==> src/rtl/uart_rx_tx.sv <==
// Full-duplex 8N1 UART: independent receiver and transmitter, CPB = CLK_HZ/BIT_RATE clocks per bit; UART_LOOPBACK_EN feeds txd into the receiver.
// Latency: rx_valid 3 + CPB/2 + 9*CPB cycles after the rxd start edge; txd start bit on the edge that accepts uart_tx_en.
// Backpressure: none on RX (single-cycle strobe, data held); TX requests are dropped while uart_tx_busy is high.
module uart_rx_tx #(
    parameter int CLK_HZ       = 25000000,
    parameter int BIT_RATE     = 9600,
    parameter int PAYLOAD_BITS = 8,
    parameter int STOP_BITS    = 1
) (
    input  logic                    clk,
    input  logic                    resetn,
    input  logic                    uart_rxd,
    input  logic                    uart_rx_en,
    output logic                    uart_rx_break,
    output logic                    uart_rx_valid,
    output logic [PAYLOAD_BITS-1:0] uart_rx_data,
    output logic                    uart_txd,
    input  logic                    uart_tx_en,
    output logic                    uart_tx_busy,
    input  logic [PAYLOAD_BITS-1:0] uart_tx_data
);

    localparam int CPB = CLK_HZ / BIT_RATE;
    localparam int CW  = $clog2(CPB * STOP_BITS + 1);
    localparam int BW  = $clog2(PAYLOAD_BITS);
    localparam logic [CW-1:0] CPB_LAST  = CW'(CPB - 1);
    localparam logic [CW-1:0] HALF_LAST = CW'(CPB / 2 - 1);
    localparam logic [CW-1:0] STOP_LAST = CW'(CPB * STOP_BITS - 1);
    localparam logic [BW-1:0] BIT_LAST  = BW'(PAYLOAD_BITS - 1);

    typedef enum logic [1:0] {RX_IDLE, RX_START, RX_RECV, RX_STOP} rx_state_t;
    typedef enum logic [1:0] {TX_IDLE, TX_START, TX_DATA, TX_STOP} tx_state_t;

    logic rx_src;
`ifdef UART_LOOPBACK_EN
    logic unused_rxd;
    assign unused_rxd = uart_rxd;
    assign rx_src     = uart_txd;
`else
    assign rx_src     = uart_rxd;
`endif

    logic [1:0]              rx_sync;
    logic                    rx_prev;
    rx_state_t               rx_state;
    logic [CW-1:0]           rx_cnt;
    logic [BW-1:0]           rx_bit;
    logic [PAYLOAD_BITS-1:0] rx_shift;
    logic                    rx_s;

    assign rx_s = rx_sync[1];

    always_ff @(posedge clk or negedge resetn) begin
        if (!resetn) begin
            rx_sync       <= 2'b11;
            rx_prev       <= 1'b1;
            rx_state      <= RX_IDLE;
            rx_cnt        <= '0;
            rx_bit        <= '0;
            rx_shift      <= '0;
            uart_rx_valid <= 1'b0;
            uart_rx_break <= 1'b0;
            uart_rx_data  <= '0;
        end else begin
            rx_sync       <= {rx_sync[0], rx_src};
            rx_prev       <= rx_s;
            uart_rx_valid <= 1'b0;
            uart_rx_break <= 1'b0;
            if (!uart_rx_en) begin
                rx_state <= RX_IDLE;
                rx_cnt   <= '0;
            end else begin
                case (rx_state)
                    RX_IDLE: begin
                        if (rx_prev && !rx_s) begin
                            rx_state <= RX_START;
                            rx_cnt   <= '0;
                        end
                    end
                    RX_START: begin
                        // mid-start sample: a line back high means it was only a glitch
                        if (rx_cnt == HALF_LAST) begin
                            rx_cnt   <= '0;
                            rx_bit   <= '0;
                            rx_state <= rx_s ? RX_IDLE : RX_RECV;
                        end else begin
                            rx_cnt <= rx_cnt + CW'(1);
                        end
                    end
                    RX_RECV: begin
                        if (rx_cnt == CPB_LAST) begin
                            rx_cnt   <= '0;
                            rx_shift <= {rx_s, rx_shift[PAYLOAD_BITS-1:1]};
                            if (rx_bit == BIT_LAST) rx_state <= RX_STOP;
                            else rx_bit <= rx_bit + BW'(1);
                        end else begin
                            rx_cnt <= rx_cnt + CW'(1);
                        end
                    end
                    RX_STOP: begin
                        if (rx_cnt == CPB_LAST) begin
                            rx_cnt   <= '0;
                            rx_state <= RX_IDLE;
                            if (rx_s) begin
                                uart_rx_data  <= rx_shift;
                                uart_rx_valid <= 1'b1;
                            end else if (rx_shift == '0) begin
                                uart_rx_data  <= '0;
                                uart_rx_break <= 1'b1;
                            end
                        end else begin
                            rx_cnt <= rx_cnt + CW'(1);
                        end
                    end
                    default: rx_state <= RX_IDLE;
                endcase
            end
        end
    end

    tx_state_t               tx_state;
    logic [CW-1:0]           tx_cnt;
    logic [BW-1:0]           tx_bit;
    logic [PAYLOAD_BITS-1:0] tx_shift;

    always_ff @(posedge clk or negedge resetn) begin
        if (!resetn) begin
            tx_state     <= TX_IDLE;
            tx_cnt       <= '0;
            tx_bit       <= '0;
            tx_shift     <= '0;
            uart_txd     <= 1'b1;
            uart_tx_busy <= 1'b0;
        end else begin
            case (tx_state)
                TX_IDLE: begin
                    uart_txd <= 1'b1;
                    if (uart_tx_en) begin
                        tx_state     <= TX_START;
                        tx_shift     <= uart_tx_data;
                        tx_cnt       <= '0;
                        uart_txd     <= 1'b0;
                        uart_tx_busy <= 1'b1;
                    end
                end
                TX_START: begin
                    if (tx_cnt == CPB_LAST) begin
                        tx_cnt   <= '0;
                        tx_bit   <= '0;
                        uart_txd <= tx_shift[0];
                        tx_shift <= {1'b0, tx_shift[PAYLOAD_BITS-1:1]};
                        tx_state <= TX_DATA;
                    end else begin
                        tx_cnt <= tx_cnt + CW'(1);
                    end
                end
                TX_DATA: begin
                    if (tx_cnt == CPB_LAST) begin
                        tx_cnt <= '0;
                        if (tx_bit == BIT_LAST) begin
                            uart_txd <= 1'b1;
                            tx_state <= TX_STOP;
                        end else begin
                            tx_bit   <= tx_bit + BW'(1);
                            uart_txd <= tx_shift[0];
                            tx_shift <= {1'b0, tx_shift[PAYLOAD_BITS-1:1]};
                        end
                    end else begin
                        tx_cnt <= tx_cnt + CW'(1);
                    end
                end
                TX_STOP: begin
                    // busy drops on the edge that closes the last stop period
                    if (tx_cnt == STOP_LAST) begin
                        tx_cnt       <= '0;
                        tx_state     <= TX_IDLE;
                        uart_tx_busy <= 1'b0;
                    end else begin
                        tx_cnt <= tx_cnt + CW'(1);
                    end
                end
                default: tx_state <= TX_IDLE;
            endcase
        end
    end

endmodule

==> config.mk <==
export PLATFORM = sky130hd
export DESIGN_NAME = uart_rx_tx
export DESIGN_NICKNAME = d
export VERILOG_FILES = /design/src/rtl/uart_rx_tx.sv
export SDC_FILE = /design/constraint.sdc
export NUM_CORES = 1
export LEC_CHECK = 0
export ABC_AREA = 1
export CAP_MARGIN = 15
export CORE_MARGIN = 2
export CORE_UTILIZATION = 55
export DETAILED_ROUTE_END_ITERATION = 7
export PLACE_DENSITY = 0.8
export REMOVE_ABC_BUFFERS = 1
export SYNTH_ARGS = -nofsm -noshare
export SYNTH_HDL_FRONTEND = slang
export SYNTH_SLANG_ARGS = --single-unit
==> constraint.sdc <==
create_clock -name clk -period 2.7 [get_ports clk]
set_input_delay 0.54 -clock clk [delete_from_list [all_inputs] [get_ports clk]]
set_output_delay 0.54 -clock clk [all_outputs]
set_load 0.03 [all_outputs]
==> flow_metrics.tcl <==
set metrics [dict create \
    cts_max_path_buffers 2 \
    cts_max_level 3 \
    ctsHoldBuffers 0 \
    grt_pass1_wl_mm 11.8 \
    maxCapViolCount 0 \
    area_delta_synth_final_pct 15.9 \
    clock-root-buffer "clkbuf_8" \
    worstPathCellList "clkdlybuf4s50_1" \
    cp.arrival_ns 1.53 \
    postSynthAreaPerCell_um2 8.21 \
    status "complete, no violations" \
    place_congestion 0.906 \
    slew_headroom_pct 51.4 \
    r2r_start "rx_cnt[0]" \
    period_minus_slack_ns 2.07 \
    io_buffer_count 24 \
    dr.pass1.iters 4 \
    start_util_pct 57.5 \
    antenna_found_initial 0 \
    gr-usage-all-layers_pct 20.6 \
    start_kind "register" \
    cts_setup_buffers 0 \
    core_um2 5990 \
    fp.dieW_um 83.2 \
    clk_pin_slew_worst_paths_ns 0.08 \
    drive_gt1_share_pct 11.4 \
    syn_area_um2 3450 \
    cts_sinks 65 \
    hpwl_mm 4.81 \
    stdcell_area_um2 3990 \
    final.setup.tns_ns 0 \
    cp_top_family "buffers and inverters" \
    setup_viol 0 \
    report.final.slew_viol_count 0 \
    reg2reg_slack_ns 0.72 \
    clk_latency_ns 0.34 \
    final_common_cell "nand2_1" \
    reg2reg_depth 8 \
    ir_worst_vdd_uv 771 \
    vias_per_cell 5.17 \
    final_nets 478 \
    cts_resized 0 \
    path_class "reg -> out" \
    leakagePower_nw 1.93 \
    layout_common_cells "107 x nand2_1, 61 x dfrtp_1, 52 x inv_1, 46 x nor2_1, 29 x nand3_1" \
    dr.first_iter.drc_count 177 \
    fin_cells 533 \
    place_inst 517 \
    hp-class "in -> async" \
    yosys_warnings 0 \
    finalHoldViolCount 0 \
    numCtsBuffers 9 \
    seq_area_frac_synth_pct 47.3 \
    drc 0 \
    num_vias 2757 \
    synth_cell_types 33 \
    fin_crit_sh_pct 76.7 \
    row_count 28 \
    n_antenna_cell 0 \
    crit_fanout 2 \
    end_kind "output pin" \
    rsz0062_at_grt "no" \
    critical_path_buf_inv_count 1 \
    max_stage_delay_ns 0.66 \
    grt_max_degree 32 \
    gr-total-overflow 0 \
    grt_pass1_vias 2691 \
    wirelength_mm 6.62 \
    critPathSlowestCell "clkdlybuf4s50_1" \
    tightest_slew_ns 0.730 \
    dieArea_um2 6920 \
    fmax_mhz 483 \
    ant_nets 0 \
    timing.rr.end "rx_shift[2]" \
    synth_cells 420 \
    fin_skew_ns 0.00929 \
    power_mw 3.28 \
    wire_per_inst_um 12.4 \
    power_density_nw_per_um2 822 \
    ys_ff_latch 65 \
    placed_area_um2 3770 \
    required_ns 2.16 \
    cts_tree "built" \
    die_y_um 83.2 \
    ios 25 \
    cp_num_cells 1 \
]
power breakdown:
| part | switching (mW) | leakage, nW | internal, mW | total (mW) |
|---|---|---|---|---|
| Sequential | 0.109 | 0.854 | 1.13 | 1.24 |
| Combinational | 0.704 | 0.966 | 0.397 | 1.10 |
| Clock | 0.413 | 0.110 | 0.529 | 0.942 |
worst max-delay path by stage:
stage | start | endpoint
floorplan | rx_cnt[0] | rx_shift[0]
global route | rx_cnt[0] | rx_shift[0]
detailed placement | uart_rx_en | rx_shift[2]
finish | uart_txd | uart_txd
global placement | uart_rx_en | rx_shift[2]
CTS | uart_txd | uart_txd
sequential cells by signal, indices dropped and copies added (netlist names), 2 cells and up:
name,cells
tx_cnt,12
rx_sync,2
rx_bit,3
tx_shift,8
tx_bit,3
uart_rx_data,8
rx_cnt,12
tx_state,2
rx_state,2
rx_shift,8
Yosys cell counts (all sizes together):
cell / count / area, µm²
nor2: 48 / 185
nand2: 110 / 420
dfrtp: 61 / 1530
a31oi: 1 / 6.26
nor3: 10 / 61.3
o22ai: 4 / 25.0
nand4: 4 / 25.0
dfstp: 4 / 105
a31o: 1 / 8.76
mux2i: 7 / 70.1
inv: 57 / 214
buf: 6 / 51.3
nand3b: 3 / 26.3
nor4: 1 / 6.26
nor3b: 2 / 15.0
or2: 1 / 6.26
a21oi: 9 / 52.6
xnor2: 1 / 8.76
o21ai: 37 / 223
nand3: 31 / 173
xor2: 10 / 87.6
ha: 12 / 150
logic make-up (layout without fill, tap and decap cells):
family                     Yosys count  in the layout  synth area share (%)
AOI/OAI and AO/OA                   52             52                  9.15
xor gates and xnor gates            11             11                  2.79
adders and majority gates           12             12                  4.36
buffers and inverters               63            101                  7.70
DFF                                 65             65                  47.3
muxes                                7              7                  2.03
and+or+nand+nor                    210            210                  26.6
layout make-up:
class / instances / area, µm²
sequential: 65 / 1630
fill: 457 / 2000
clock inverter: 7 / 103
inverter: 57 / 214
timing repair buffer: 28 / 278
clock buffer: 9 / 124
multi-input combinational: 292 / 1550
tap: 75 / 93.8
per-stage QoR:
stage / util, % / hold slack [ns] / setup WS [ns]
after floorplan: - / 0.244 / 1.05
after global placement: 62.9 / 0.346 / 0.455
after detailed placement: 62.9 / 0.350 / 0.353
after CTS: 66.7 / 0.263 / 0.616
after global routing: 66.7 / 0.308 / 0.497
final: 66.7 / 0.255 / 0.629
metal layers:
metal  track usage [%]  wire, µm  vias to the layer above  share of wire, %
met2              34.8      3240                       54                49
met4              6.11        34                        0              0.51
li1                  -         -                     1406                 -
met1              26.9      3110                     1293                47
met5                 0         0                        -                 0
met3              4.37       241                        4               3.6
(Power assumes the default switching activity.)
